File: src/rtl/imem_fetch_queue.sv
// imem_fetch_queue: sequential fetch issuer with an in-order, address-tagged instruction FIFO.
// Define FETCHQ_BYPASS_EN to forward an accepted return straight to the head when the FIFO is empty.
module imem_fetch_queue #(
    parameter int DEPTH = 4,
    parameter int CNT_W = 3
) (
    input  logic        Clock,
    input  logic        Reset,
    input  logic        Redirect,
    input  logic [0:7]  Redirect_Addr,
    input  logic        Deq,
    output logic        Instr_Valid,
    output logic [0:31] Instruction,
    output logic [0:7]  Instr_PC,
    output logic        Mem_Req,
    output logic [0:7]  Mem_Addr,
    input  logic [0:31] Mem_Rdata,
    input  logic        Mem_Rvalid,
    output logic        Proto_Err
);
    localparam int PW = $clog2(DEPTH);

    logic [7:0]       fetch_pc, ret_pc;
    logic [CNT_W-1:0] count, outstanding, drop_cnt;
    logic [PW-1:0]    wr_ptr, rd_ptr;
    logic [31:0]      data_q [DEPTH];
    logic [7:0]       tag_q [DEPTH];
    logic [CNT_W:0]   credits;
    logic             rv, accept, head_ok, byp, deq_ok, pop, enq;

    assign credits  = {1'b0, count} + {1'b0, outstanding};
    assign Mem_Req  = !Reset && !Redirect && credits < (CNT_W+1)'(DEPTH);
    assign Mem_Addr = fetch_pc;
    assign rv       = Mem_Rvalid && outstanding != '0;
    assign accept   = rv && drop_cnt == '0 && !Redirect;
    assign head_ok  = count != '0;

`ifdef FETCHQ_BYPASS_EN
    assign byp         = accept && !head_ok;
    assign Instr_Valid = head_ok || byp;
    assign Instruction = head_ok ? data_q[rd_ptr] : byp ? Mem_Rdata : '0;
    assign Instr_PC    = head_ok ? tag_q[rd_ptr] : byp ? ret_pc : '0;
`else
    assign byp         = 1'b0;
    assign Instr_Valid = head_ok;
    assign Instruction = head_ok ? data_q[rd_ptr] : '0;
    assign Instr_PC    = head_ok ? tag_q[rd_ptr] : '0;
`endif

    assign deq_ok = Deq && Instr_Valid && !Redirect;
    assign pop    = deq_ok && head_ok;
    assign enq    = accept && !(byp && Deq);

    always_ff @(posedge Clock) begin
        if (enq) begin
            data_q[wr_ptr] <= Mem_Rdata;
            tag_q[wr_ptr]  <= ret_pc;
        end
    end

    always_ff @(posedge Clock) begin
        if (Reset) begin
            fetch_pc    <= '0;
            ret_pc      <= '0;
            count       <= '0;
            outstanding <= '0;
            drop_cnt    <= '0;
            wr_ptr      <= '0;
            rd_ptr      <= '0;
            Proto_Err   <= 1'b0;
        end else begin
            if (Mem_Rvalid && outstanding == '0)
                Proto_Err <= 1'b1;
            if (Redirect) begin
                fetch_pc    <= Redirect_Addr;
                ret_pc      <= Redirect_Addr;
                count       <= '0;
                wr_ptr      <= '0;
                rd_ptr      <= '0;
                outstanding <= outstanding - CNT_W'(rv);
                // every return still in flight is stale now, including ones already marked for drop
                drop_cnt    <= outstanding - CNT_W'(rv);
            end else begin
                if (Mem_Req)
                    fetch_pc <= fetch_pc + 8'd1;
                outstanding <= outstanding + CNT_W'(Mem_Req) - CNT_W'(rv);
                if (rv && drop_cnt != '0)
                    drop_cnt <= drop_cnt - CNT_W'(1);
                if (accept)
                    ret_pc <= ret_pc + 8'd1;
                if (enq)
                    wr_ptr <= wr_ptr + PW'(1);
                if (pop)
                    rd_ptr <= rd_ptr + PW'(1);
                count <= count + CNT_W'(enq) - CNT_W'(pop);
            end
        end
    end
endmodule

File: config.mk
export PLATFORM = sky130hd
export DESIGN_NAME = imem_fetch_queue
export DESIGN_NICKNAME = d
export VERILOG_FILES = /design/src/rtl/imem_fetch_queue.sv
export SDC_FILE = /design/constraint.sdc
export NUM_CORES = 1
export LEC_CHECK = 0
export BUFFER_PORTS_ARGS = -buffer_cell sky130_fd_sc_hd__clkbuf_2
export CAP_MARGIN = 20
export CORE_MARGIN = 2
export CORE_UTILIZATION = 35
export DETAILED_ROUTE_END_ITERATION = 16
export PLACE_DENSITY_LB_ADDON = 0.08
export SYNTH_ARGS = -nofsm -noshare
export SYNTH_HDL_FRONTEND = slang
export SYNTH_SLANG_ARGS = --single-unit
File: constraint.sdc
create_clock -name Clock -period 3.4 [get_ports Clock]
set_clock_uncertainty 0.2 [all_clocks]
set_input_delay 0.68 -clock Clock [delete_from_list [all_inputs] [get_ports Clock]]
set_output_delay 0.68 -clock Clock [all_outputs]
set_load 0.01 [all_outputs]
==> Word level (Yosys, flattened, before mapping) <==
Memory sizes are Yosys's and may differ from the RTL's. A register that Yosys moved wholly into a read port is not among the register bits.
Index checks and enable logic that the tools add are counted.
{ "op_classes": {"order_cmp": 1, "n_reduce_logical": 21, "n_mux": 15, "addsub": 11} }
{ "op_table": {"columns": ["operator", "n"], "rows": [
  ["8-bit 2-to-1 mux", 5],
  ["32-bit 2-to-1 mux", 1],
  ["8-bit by 1-bit adder with 8-bit output (second input constant)", 2],
  ["1-bit logical AND", 10],
  ["3-bit 2-to-1 mux", 3],
  ["3-bit nonzero test", 3],
  ["3-bit by 1-bit subtractor with 3-bit output", 3],
  ["2-bit 2-to-1 mux", 4],
  ["3-bit by 1-bit adder with 3-bit output", 2],
  ["3-bit logical NOT", 2],
  ["2-bit nonzero test", 3],
  ["2-bit by 1-bit adder with 2-bit output (second input constant)", 2],
  ["3-bit by 3-bit adder with 4-bit output", 1],
  ["4-bit by 3-bit less-than comparator with 1-bit output (second input constant)", 1],
  ["3-bit by 1-bit subtractor with 3-bit output (second input constant)", 1],
  ["1-bit logical NOT", 2],
  ["1-bit 2-to-1 mux", 2],
  ["2-bit OR reduction", 1]
]} }
{ "word_totals": {"register_bits": 30, "out_inout_bits": 51, "wordCells": 58, "ramBits": 160, "memories": 2, "in_bits": 45} }
{ "memory_table": {"columns": ["name", "depth", "word_bits", "read_ports", "rd_ports_with_merged_regs", "write_ports", "line", "text"], "rows": [
  ["data_q", 4, 32, 1, 1, 1, "26", "logic [31:0] data_q [DEPTH];"],
  ["tag_q", 4, 8, 1, 1, 1, "27", "logic [7:0] tag_q [DEPTH];"]
]} }

==> Longest topological paths before layout <==
Gate-level depths: netlist of run 1.
{ "logic_depth": {"word_depth": 6, "mapped_depth": 13, "mapped_depth_nobuf": 13} }

==> Worst setup path before layout of run 1 <==
Ideal clock, no wire load.
{ "synth_timing": {"kind": "input to register", "from": "input port Mem_Rvalid", "to": "memory data_q[1][0], enable pin", "cell_stages": 3, "slack_ps": 658, "arrival_time_ps": 2140, "setup_ps": 401, "path_cell_list": "nand3b_4 > nor3_1 > and2_1"} }
{ "synth_via": {"elab_chain_len": 5} }
{ "synth_rtl": {"columns": ["element", "line", "text"], "rows": [
  ["start, declared", "18", "input logic Mem_Rvalid,"],
  ["1-bit logical AND", "34", "assign rv = Mem_Rvalid && outstanding != '0;"],
  ["1-bit logical AND (2 in a row)", "35", "assign accept = rv && drop_cnt == '0 && !Redirect;"],
  ["1-bit 2-to-1 mux", "55", "if (enq) begin"],
  ["1-bit 2-to-1 mux (not written as such)", "56", "data_q[wr_ptr] <= Mem_Rdata;"],
  ["end, declared", "26", null]
]} }
No other way between the ends.

==> Worst setup path after layout of run 1 <==
{ "layout_timing": {"from": "register outstanding[2]", "to": "output port Mem_Req"} }
{ "layout_via": {"elab_chain_len": 3} }
{ "layout_rtl": {"columns": ["element", "line", "text"], "rows": [
  ["start, declared", "24", "logic [CNT_W-1:0] count, outstanding, drop_cnt;"],
  ["start signal, assigned", "80", "outstanding <= outstanding - CNT_W'(rv);"],
  ["start signal, assigned", "86", "outstanding <= outstanding + CNT_W'(Mem_Req) - CNT_W'(rv);"],
  ["3-bit by 3-bit adder with 4-bit output", "31", "assign credits = {1'b0, count} + {1'b0, outstanding};"],
  ["4-bit by 3-bit less-than comparator with 1-bit output", "32", "assign Mem_Req = !Reset && !Redirect && credits < (CNT_W+1)'(DEPTH);"],
  ["1-bit logical AND", "32", null],
  ["end, declared", "15", "output logic Mem_Req,"]
]} }
No other way between the ends.

==> results of run 1 <==
[power by group]
part	internal (mW)	leakage, nW	switching [mW]	total, mW
Clock	1.17	0.295	0.873	2.04
Combinational	0.307	1.41	0.403	0.710
Sequential	2.68	1.71	0.0793	2.76
Total	4.16	3.41	1.36	5.51
[layout by cell type (no fill, tap or decap), drive strengths merged, types with 4 or more instances in the layout]
cell type | synthesis | routed
nand2 | 6 | 6
buf | 8 | 10
inv | 19 | 25
o21ai | 6 | 6
nand4 | 7 | 7
clkbuf | 12 | 112
edfxtp | 160 | 160
nor2 | 14 | 14
ha | 16 | 16
nand3 | 6 | 6
clkinv | 0 | 4
and2 | 45 | 45
dfxtp | 32 | 32
xor2 | 10 | 10
mux4 | 40 | 40
nor3 | 5 | 5
xnor2 | 13 | 13
a21boi | 13 | 13
a21oi | 13 | 13
[path summary, 6_finish.rpt]
check / start / to / slack, ns / cells after the start
worst min register to register: Proto_Err / Proto_Err / 0.30 / 2
worst min-delay path: Mem_Rdata[0] / data_q[0][31] / 0.27 / 1
worst max register to register: drop_cnt[0] / count[2] / 0.54 / 13
worst max-delay path: outstanding[2] / Mem_Req / 0.39 / 5
[worst max-delay path: stages, from the launching register on]
cell and delay (ns):
dfxtp_1 0.46, ha_1 0.29, nor3_2 0.42, nand2_1 0.20
nor2_1 0.19, clkbuf_2 0.16
[registers in the layout, summed over array words and instances, names as in the netlist, named ones only]
signal       count
Mem_Addr         8
Proto_Err        1
count            3
data_q         128
drop_cnt         3
outstanding      3
rd_ptr           2
ret_pc           8
tag_q           32
wr_ptr           2
[metrics by stage]
step,hold slack [ns],util [%]
after floorplan,0.2809,-
after global placement,0.2664,39.24
after detailed placement,0.2599,39.24
after CTS,0.2579,41.92
after global routing,0.2668,41.92
final,0.2749,41.92
[layer usage]
metal / global-route usage [%] / vias to the layer above / part of all wire, % / wire length (um)
li1: - / 1974 / - / -
met1: 16.88 / 2065 / 46 / 7090
met2: 22.40 / 80 / 50 / 7670
met3: 2.833 / 13 / 3.0 / 463
met4: 4.194 / 0 / 1.2 / 182
met5: 0 / - / 0 / 0
[layout make-up]
class | count | area [sq um] | share of cell area, %
sequential | 192 | 5448 | 57.40
clock inverter | 15 | 181.4 | 1.911
multi-input combinational | 221 | 2396 | 25.24
timing repair buffer | 105 | 613.1 | 6.459
tap | 285 | 356.6 | 3.757
clock buffer | 17 | 425.4 | 4.482
inverter | 19 | 71.32 | 0.7514
[logic make-up (layout without fill, tap and decap cells)]
family	after synthesis	after routing	share of synthesized area, %
AOI/OAI and AO/OA	37	37	2.871
DFF	192	192	67.54
and+or+nand+nor	100	100	7.992
muxes	43	43	13.31
adders and majority gates	18	18	2.980
buffers and inverters	39	156	2.809
xor gates and xnor gates	23	23	2.498
==> impl_metrics.tcl, run 1 <==
set metrics [dict create \
    status "finished clean" \
    grt_pass1_vias 4319 \
    hold_violations 0 \
    cap_violations 0 \
    p_total_mw 5.515 \
    power_density_nw_per_um2 581.0 \
    gp_congestion 0.7795 \
    arrival_ns 2.13 \
    p_leak_nw 3.411 \
    drive_gt1_share_pct 26.89 \
    routed_wl_um 15410 \
    cts.path.max_buffers 2 \
    wl_per_cell_um 18.04 \
    yosysSeqAreaShare_pct 67.54 \
    synth.top_cell.area_share_pct 59.59 \
    yosysTopAreaCell "edfxtp_1" \
    final-instance-count-excl-fill 854 \
    path_class "reg2out" \
    fin_tns_setup_ns 0 \
    initial_core_util_pct 35.61 \
    synth.lib_cells_used.distinct 43 \
    postCtsSetupBuffers 0 \
    clkTransAtPathRegs_ns 0.07 \
    syn_to_final_growth_pct 17.72 \
    fmax_ghz 0.3317 \
    fin_nets 619 \
    hp-class "in2reg" \
    overflow 0 \
    critPathCaptureType "output port" \
    synth_cells 452 \
    die_h_um 155.8 \
    synth_nets 515 \
    synth-main-ff-cell "edfxtp_1" \
    layout_setup_ws_ns 0.3854 \
    numCtsBuffers 17 \
    root_buffer "clkbuf_16" \
    grt_max_degree 43 \
    required_ns 2.52 \
    synth_common_cells "edfxtp_1 (160), and2_1 (45), mux4_1 (38)" \
    fin_area_sq_um 9492 \
    drtAntennaViolNets 0 \
    antenna_found_initial 0 \
    vias 4132 \
    ctsHoldBuffers 0 \
    synthArstFlopShare_pct 0 \
    rows 55 \
    synthTopCellsByArea "edfxtp_1 (60%), mux4_1 (12%), dfxtp_1 (7.9%)" \
    core_sq_um 22640 \
    ir_drop_mv 0.2960 \
    cts.sinks 192 \
    worstSetupStartpointType "flip-flop" \
    finalCriticalPeriod_ns 3.015 \
    dp.final_hpwl_um 9408 \
    setup_viol 0 \
    place_ws_ns 0.3051 \
    worstMarginPinSlew_ns 0.6989 \
    port_buffers 95 \
    placedCellCount 822 \
    dr.pass1.iters 4 \
    synth.most_common_cell "edfxtp_1" \
    ys_warn_count 0 \
    rsz0062_at_grt "false" \
    synth_edf_count 160 \
    maxSlewHeadroom_pct 53.36 \
    critPathMaxFanout 7 \
    postPlaceCellArea_sq_um 8885 \
    clk_latency_ns 0.42 \
    min_period_over_period_pct 88.66 \
    n_fill_cell 2020 \
    die_w_um 155.8 \
    avgSynthCellArea_sq_um 17.84 \
    drc 0 \
    htree_levels 4 \
    grt_use_total_pct 13.17 \
    grt_pass1_wl_um 23790 \
    dieArea_sq_um 24270 \
    io_pins 96 \
    vias_per_cell 4.838 \
    syn-cell-area_sq_um 8063 \
    antennaDiodeCount 0 \
    cts_resized 0 \
    drt_iter0_drc 180 \
    ys_seq_elements 192 \
    cts_tree "done" \
    slew_violations 0 \
]
Note: power is estimated with default switching activity, not from simulation.
==> inputs of run 2 (changes only) <==
CTS_BUF_LIST = sky130_fd_sc_hd__clkbuf_2   (was default)
==> run 2 against run 1 <==
Count of clock-buffer cells in the layout stayed put. Power is 14% lower. Flip-flop and latch count stayed put. Critical path depth fell by 1. Final cell count increased by 5.0%. Critical endpoint is now Instr_PC[0].
==> impl_metrics.tcl, run 2 (synthesis results as in run 1) <==
set metrics [dict create \
    numCtsBuffers 17 \
    rr_startpoint "drop_cnt[0]" \
    top_regs "data_q: 128 flops, tag_q: 32 flops" \
    overflow 0 \
    io_pins 96 \
    arrival_ns 2.34 \
    slowest_delay_ns 0.61 \
    worstHoldStart "Deq" \
    final-instance-count-excl-fill 897 \
    power_density_nw_per_um2 492.3 \
    root_buffer "clkbuf_2" \
    worstSetupStartpointType "flip-flop" \
    clk_latency_ns 0.75 \
    core_sq_um 22640 \
    hold_violations 0 \
    crit_slowest_cell "mux4_1" \
    min_period_over_period_pct 94.84 \
    r2r_setup_slack_ns 0.53 \
    cts.sinks 192 \
    dr.pass1.iters 4 \
    die_w_um 155.8 \
    syn_to_final_growth_pct 18.92 \
    dp.final_hpwl_um 9408 \
    gp_congestion 0.7795 \
    path_class "reg2out" \
    finalCriticalPeriod_ns 3.225 \
    min_delay_path_depth 4 \
    max_flop_register "data_q" \
    grt_pass1_vias 4376 \
    cap_violations 0 \
    r2r_cells 13 \
    critPathCaptureType "output port" \
    slew_violations 0 \
    cts_tree "done" \
    vias_per_cell 4.750 \
    final_common_cell "edfxtp_1" \
    cp_cell_sequence "clkbuf_8 -> mux4_1 -> and2_1 -> clkbuf_2" \
    drt_iter0_drc 200 \
    initial_core_util_pct 35.61 \
    regArea_sq_um 5449 \
    postCtsSetupBuffers 0 \
    fmax_ghz 0.3101 \
    drive_gt1_share_pct 25.20 \
    grt_use_total_pct 13.28 \
    clkTransAtPathRegs_ns 0.23 \
    hp-class "in2reg" \
    required_ns 2.52 \
    vias 4261 \
    antenna_found_initial 1 \
    status "finished clean" \
    min_to "rd_ptr[0]" \
    setup_viol 0 \
    layout_common_cells "edfxtp_1 (160), clkbuf_2 (112), dlygate4sd3_1 (42)" \
    multi_input_area_sq_um 2402 \
    htree_levels 4 \
    drtAntennaViolNets 0 \
    largest_reg_flops 128 \
    rows 55 \
    routed_wl_um 15520 \
    maxSlewHeadroom_pct 52.45 \
    critPathMaxFanout 25 \
    worstMarginPinSlew_ns 0.7124 \
    placedCellCount 822 \
    post-route-util_pct 42.35 \
    dieArea_sq_um 24270 \
    die_h_um 155.8 \
    grt_max_degree 43 \
    grt_pass1_wl_um 24000 \
    fin_nets 661 \
    postPlaceCellArea_sq_um 8885 \
    fin_area_sq_um 9588 \
    cts.path.max_buffers 2 \
    ir_drop_mv 0.2193 \
    rr_endpoint "count[2]" \
    n_fill_cell 2037 \
    p_leak_nw 3.453 \
    wl_per_cell_um 17.30 \
    drc 0 \
    port_buffers 95 \
]
[run 2: changes by cell type in the layout (fill, tap and decap cells not counted), sizes merged]
cell | before | now
clkbuf | 112 | 113
diode | 0 | 1
buf | 10 | 9
dlygate4sd3 | 0 | 42
[run 2: report_power, final]
group          switching, mW  internal, mW
logic                  0.412         0.339
clock network          0.783         0.423
registers             0.0790          2.68
[run 2: timing repair]
action,CTS,global route
hold buffers,42,0
pin swaps,0,1
endpoints found under the hold margin,143,0
gates resized for setup,2,2
setup endpoints to repair,14,2
[run 2: worst max path at each step]
stage | from | slack, ns | cells past startpoint | endpoint
2_1_floorplan | Mem_Rvalid | 0.66 | 3 | data_q[1][0]
3_3_place_gp | Mem_Rvalid | 0.38 | 12 | count[2]
3_5_place_dp | Mem_Rvalid | 0.31 | 12 | count[2]
4_1_cts | outstanding[2] | 0.005 | 5 | Mem_Req
5_1_grt | flip-flop | -0.009 | 4 | Instr_PC[0]
6_report | flip-flop | 0.18 | 4 | Instr_PC[0]
[run 2: layer usage]
layer | share of wire, % | vias up | track usage [%]
met2 | 49 | 81 | 22.59
li1 | - | 2057 | -
met1 | 46 | 2109 | 17.00
met5 | 0 | - | 0
met3 | 3.1 | 14 | 2.806
met4 | 1.3 | 0 | 4.369
[run 2: stage by stage]
| step | power, mW | hold WS (ns) | setup slack (ns) | TNS, ns |
|---|---|---|---|---|
| CTS | 4.799 | 0.06164 | 0.004719 | 0 |
| finish | 4.721 | 0.1522 | 0.1754 | 0 |
| global placement | 3.525 | 0.2664 | 0.3839 | 0 |
| floorplan | 3.302 | 0.2809 | 0.6584 | 0 |
| global route | 4.974 | 0.1152 | -0.008781 | -0.008781 |
| detailed placement | 3.539 | 0.2599 | 0.3051 | 0 |
[run 2: area by class of cell]
type,instances,area share [%]
sequential,192,56.83
multi-input combinational,221,25.06
timing repair buffer,147,10.84
tap,285,3.719
clock inverter,15,1.892
clock buffer,17,0.8874
inverter,19,0.7438
antenna,1,0.02610
[run 2: worst max-delay path: cells and delay by family (launching register included)]
family	cells	cell delay, ns
simple gates	1	0.20
mux	1	0.61
flops	1	0.39
buf+inv	2	0.43
==> inputs of run 3 (changes only) <==
CORE_UTILIZATION = 31   (was 35)
==> run 3 against run 2 <==
Power fell by 1.7%. Maximum frequency rose by 0.86%. Final cell count rose by 5.1%. Critical path type is now in2out. Via count rose by 1.2%. Cell area rose by 0.20%. Non-clock buffer count fell by 4. Largest power group unchanged.
==> impl_metrics.tcl, run 3 (synthesis results as in run 1) <==
set metrics [dict create \
    cp-startpoint "Reset" \
    clk_latency_ns 0.74 \
    fin_nets 657 \
    min_period_over_period_pct 94.04 \
    rows 59 \
    crit_slowest_cell "dlygate4sd3_1" \
    gp_congestion 0.7444 \
    vias 4314 \
    status "finished clean" \
    drtAntennaViolNets 0 \
    r2r_setup_slack_ns 0.35 \
    worstMarginPinSlew_ns 0.6795 \
    rsz0062_at_grt "false" \
    required_ns 2.52 \
    worst_path_dominant_cell_family "buffers and inverters" \
    overflow 0 \
    top_regs "data_q: 128 flops, tag_q: 32 flops" \
    die_w_um 165.3 \
    maxSlewHeadroom_pct 54.65 \
    largest_reg_flops 128 \
    cts_tree "done" \
    cp_common_cell "clkbuf_2" \
    postPlaceCellArea_sq_um 8972 \
    p_leak_nw 3.433 \
    antenna_found_initial 1 \
    fin_tns_setup_ns 0 \
    drive_gt1_share_pct 25.86 \
    vias_per_cell 4.575 \
    cts.path.max_buffers 2 \
    fmax_ghz 0.3128 \
    ir_drop_mv 0.1948 \
    setup_viol 0 \
    post-route-util_pct 37.29 \
    grt_use_total_pct 12.47 \
    critPathMaxFanout 16 \
    critPathCaptureType "output port" \
    final-instance-count-excl-fill 943 \
    grt_max_degree 43 \
    grt_pass1_wl_um 25050 \
    power_density_nw_per_um2 483.0 \
    drc 0 \
    path_buf_inv 3 \
    hold_violations 0 \
    fin_area_sq_um 9607 \
    dieArea_sq_um 27310 \
    htree_levels 4 \
    initial_core_util_pct 31.30 \
    max_flop_register "data_q" \
    layout_common_cells "edfxtp_1 (160), clkbuf_2 (113), and2_1 (41)" \
    slew_violations 0 \
    final_common_cell "edfxtp_1" \
    slowest_delay_ns 0.53 \
    dp.final_hpwl_um 9837 \
    arrival_ns 2.32 \
    p_total_mw 4.640 \
    wl_per_cell_um 17.30 \
    io_pins 96 \
    grt_pass1_vias 4512 \
    port_buffers 95 \
    timing.hold.ws_ns 0.08496 \
    rr_startpoint "drop_cnt[0]" \
    die_h_um 165.3 \
    cp_cell_sequence "dlygate4sd3_1 -> clkbuf_2 -> or2_2 -> nor2_1 -> clkbuf_2" \
    syn_to_final_growth_pct 19.15 \
    worstSetupStartpointType "primary input" \
    cap_violations 0 \
    core_sq_um 25760 \
    path_class "in2out" \
    dr.pass1.iters 4 \
    root_buffer "clkbuf_2" \
    clkTransAtPathRegs_ns 0.25 \
    finalCriticalPeriod_ns 3.197 \
    numCtsBuffers 17 \
    drt_iter0_drc 211 \
    layout_setup_ws_ns 0.2028 \
    placedCellCount 872 \
    place_ws_ns 0.1973 \
    routed_wl_um 16320 \
    hp-class "in2reg" \
    cts.sinks 192 \
    worstHoldStart "Redirect_Addr[6]" \
]
==> run 3: cell types whose count changed in the layout (fill, tap and decap cells not counted), moves of 2 or more <==
cell | before | now
clkinv_2 | 3 | 1
buf_12 | 5 | 7
bufinv_16 | 3 | 1
inv_8 | 0 | 4
inv_6 | 6 | 3
clkinv_4 | 1 | 3
dfxtp_1 | 29 | 27
dlygate4sd3_1 | 42 | 37
==> run 3: what timing repair did <==
item / CTS / global route
hold buffers: 36 / 1
endpoints found under the setup margin: 28 / 23
pin swaps: 0 / 1
endpoints found under the hold margin: 131 / 2
buffers inserted: 0 / 1
resized for setup: 4 / 2
cloned: 0 / 0
==> run 3: layer usage <==
metal	share of wire, %	up-vias	track usage [%]
met2	50	79	21.78
met1	45	2181	15.42
li1	-	2041	-
met5	0	-	0
met4	1.3	0	4.269
met3	3.3	13	2.448
==> run 3: power by group <==
group	internal [mW]	total [mW]	switching [mW]	leakage, nW
clock network	0.298	1.12	0.818	0.143
logic	0.343	0.758	0.415	1.58
registers	2.68	2.77	0.0804	1.71
total	3.33	4.64	1.31	3.43
==> run 3: path summary, 6_finish.rpt <==
path	endpoint	cells past startpoint
hold reg to reg	flip-flop	2
hold / removal	Mem_Addr[6]	3
setup reg to reg	count[2]	13
setup / recovery	Mem_Req	5
==> run 3: worst register-to-register path, delay by kind of cell (launching register included) <==
family                   cells  cell delay [ns]
XOR/XNOR                     2             0.32
adder cells (fa/ha/maj)      4             1.04
buffers and inverters        4             0.27
flip-flops                   1             0.39
AND/OR/NAND/NOR              3             0.74
==> run 3: cell type report <==
class                   instances  area (sq um)
clock buffers                  18         90.09
inverters                      19         71.32
fillers                      2487         16160
well taps                     335         419.2
flip-flops and latches        192          5454
multi-input cells             221          2402
repair buffers                143          1020
clock inverters                14         147.6
diodes                          1         2.502
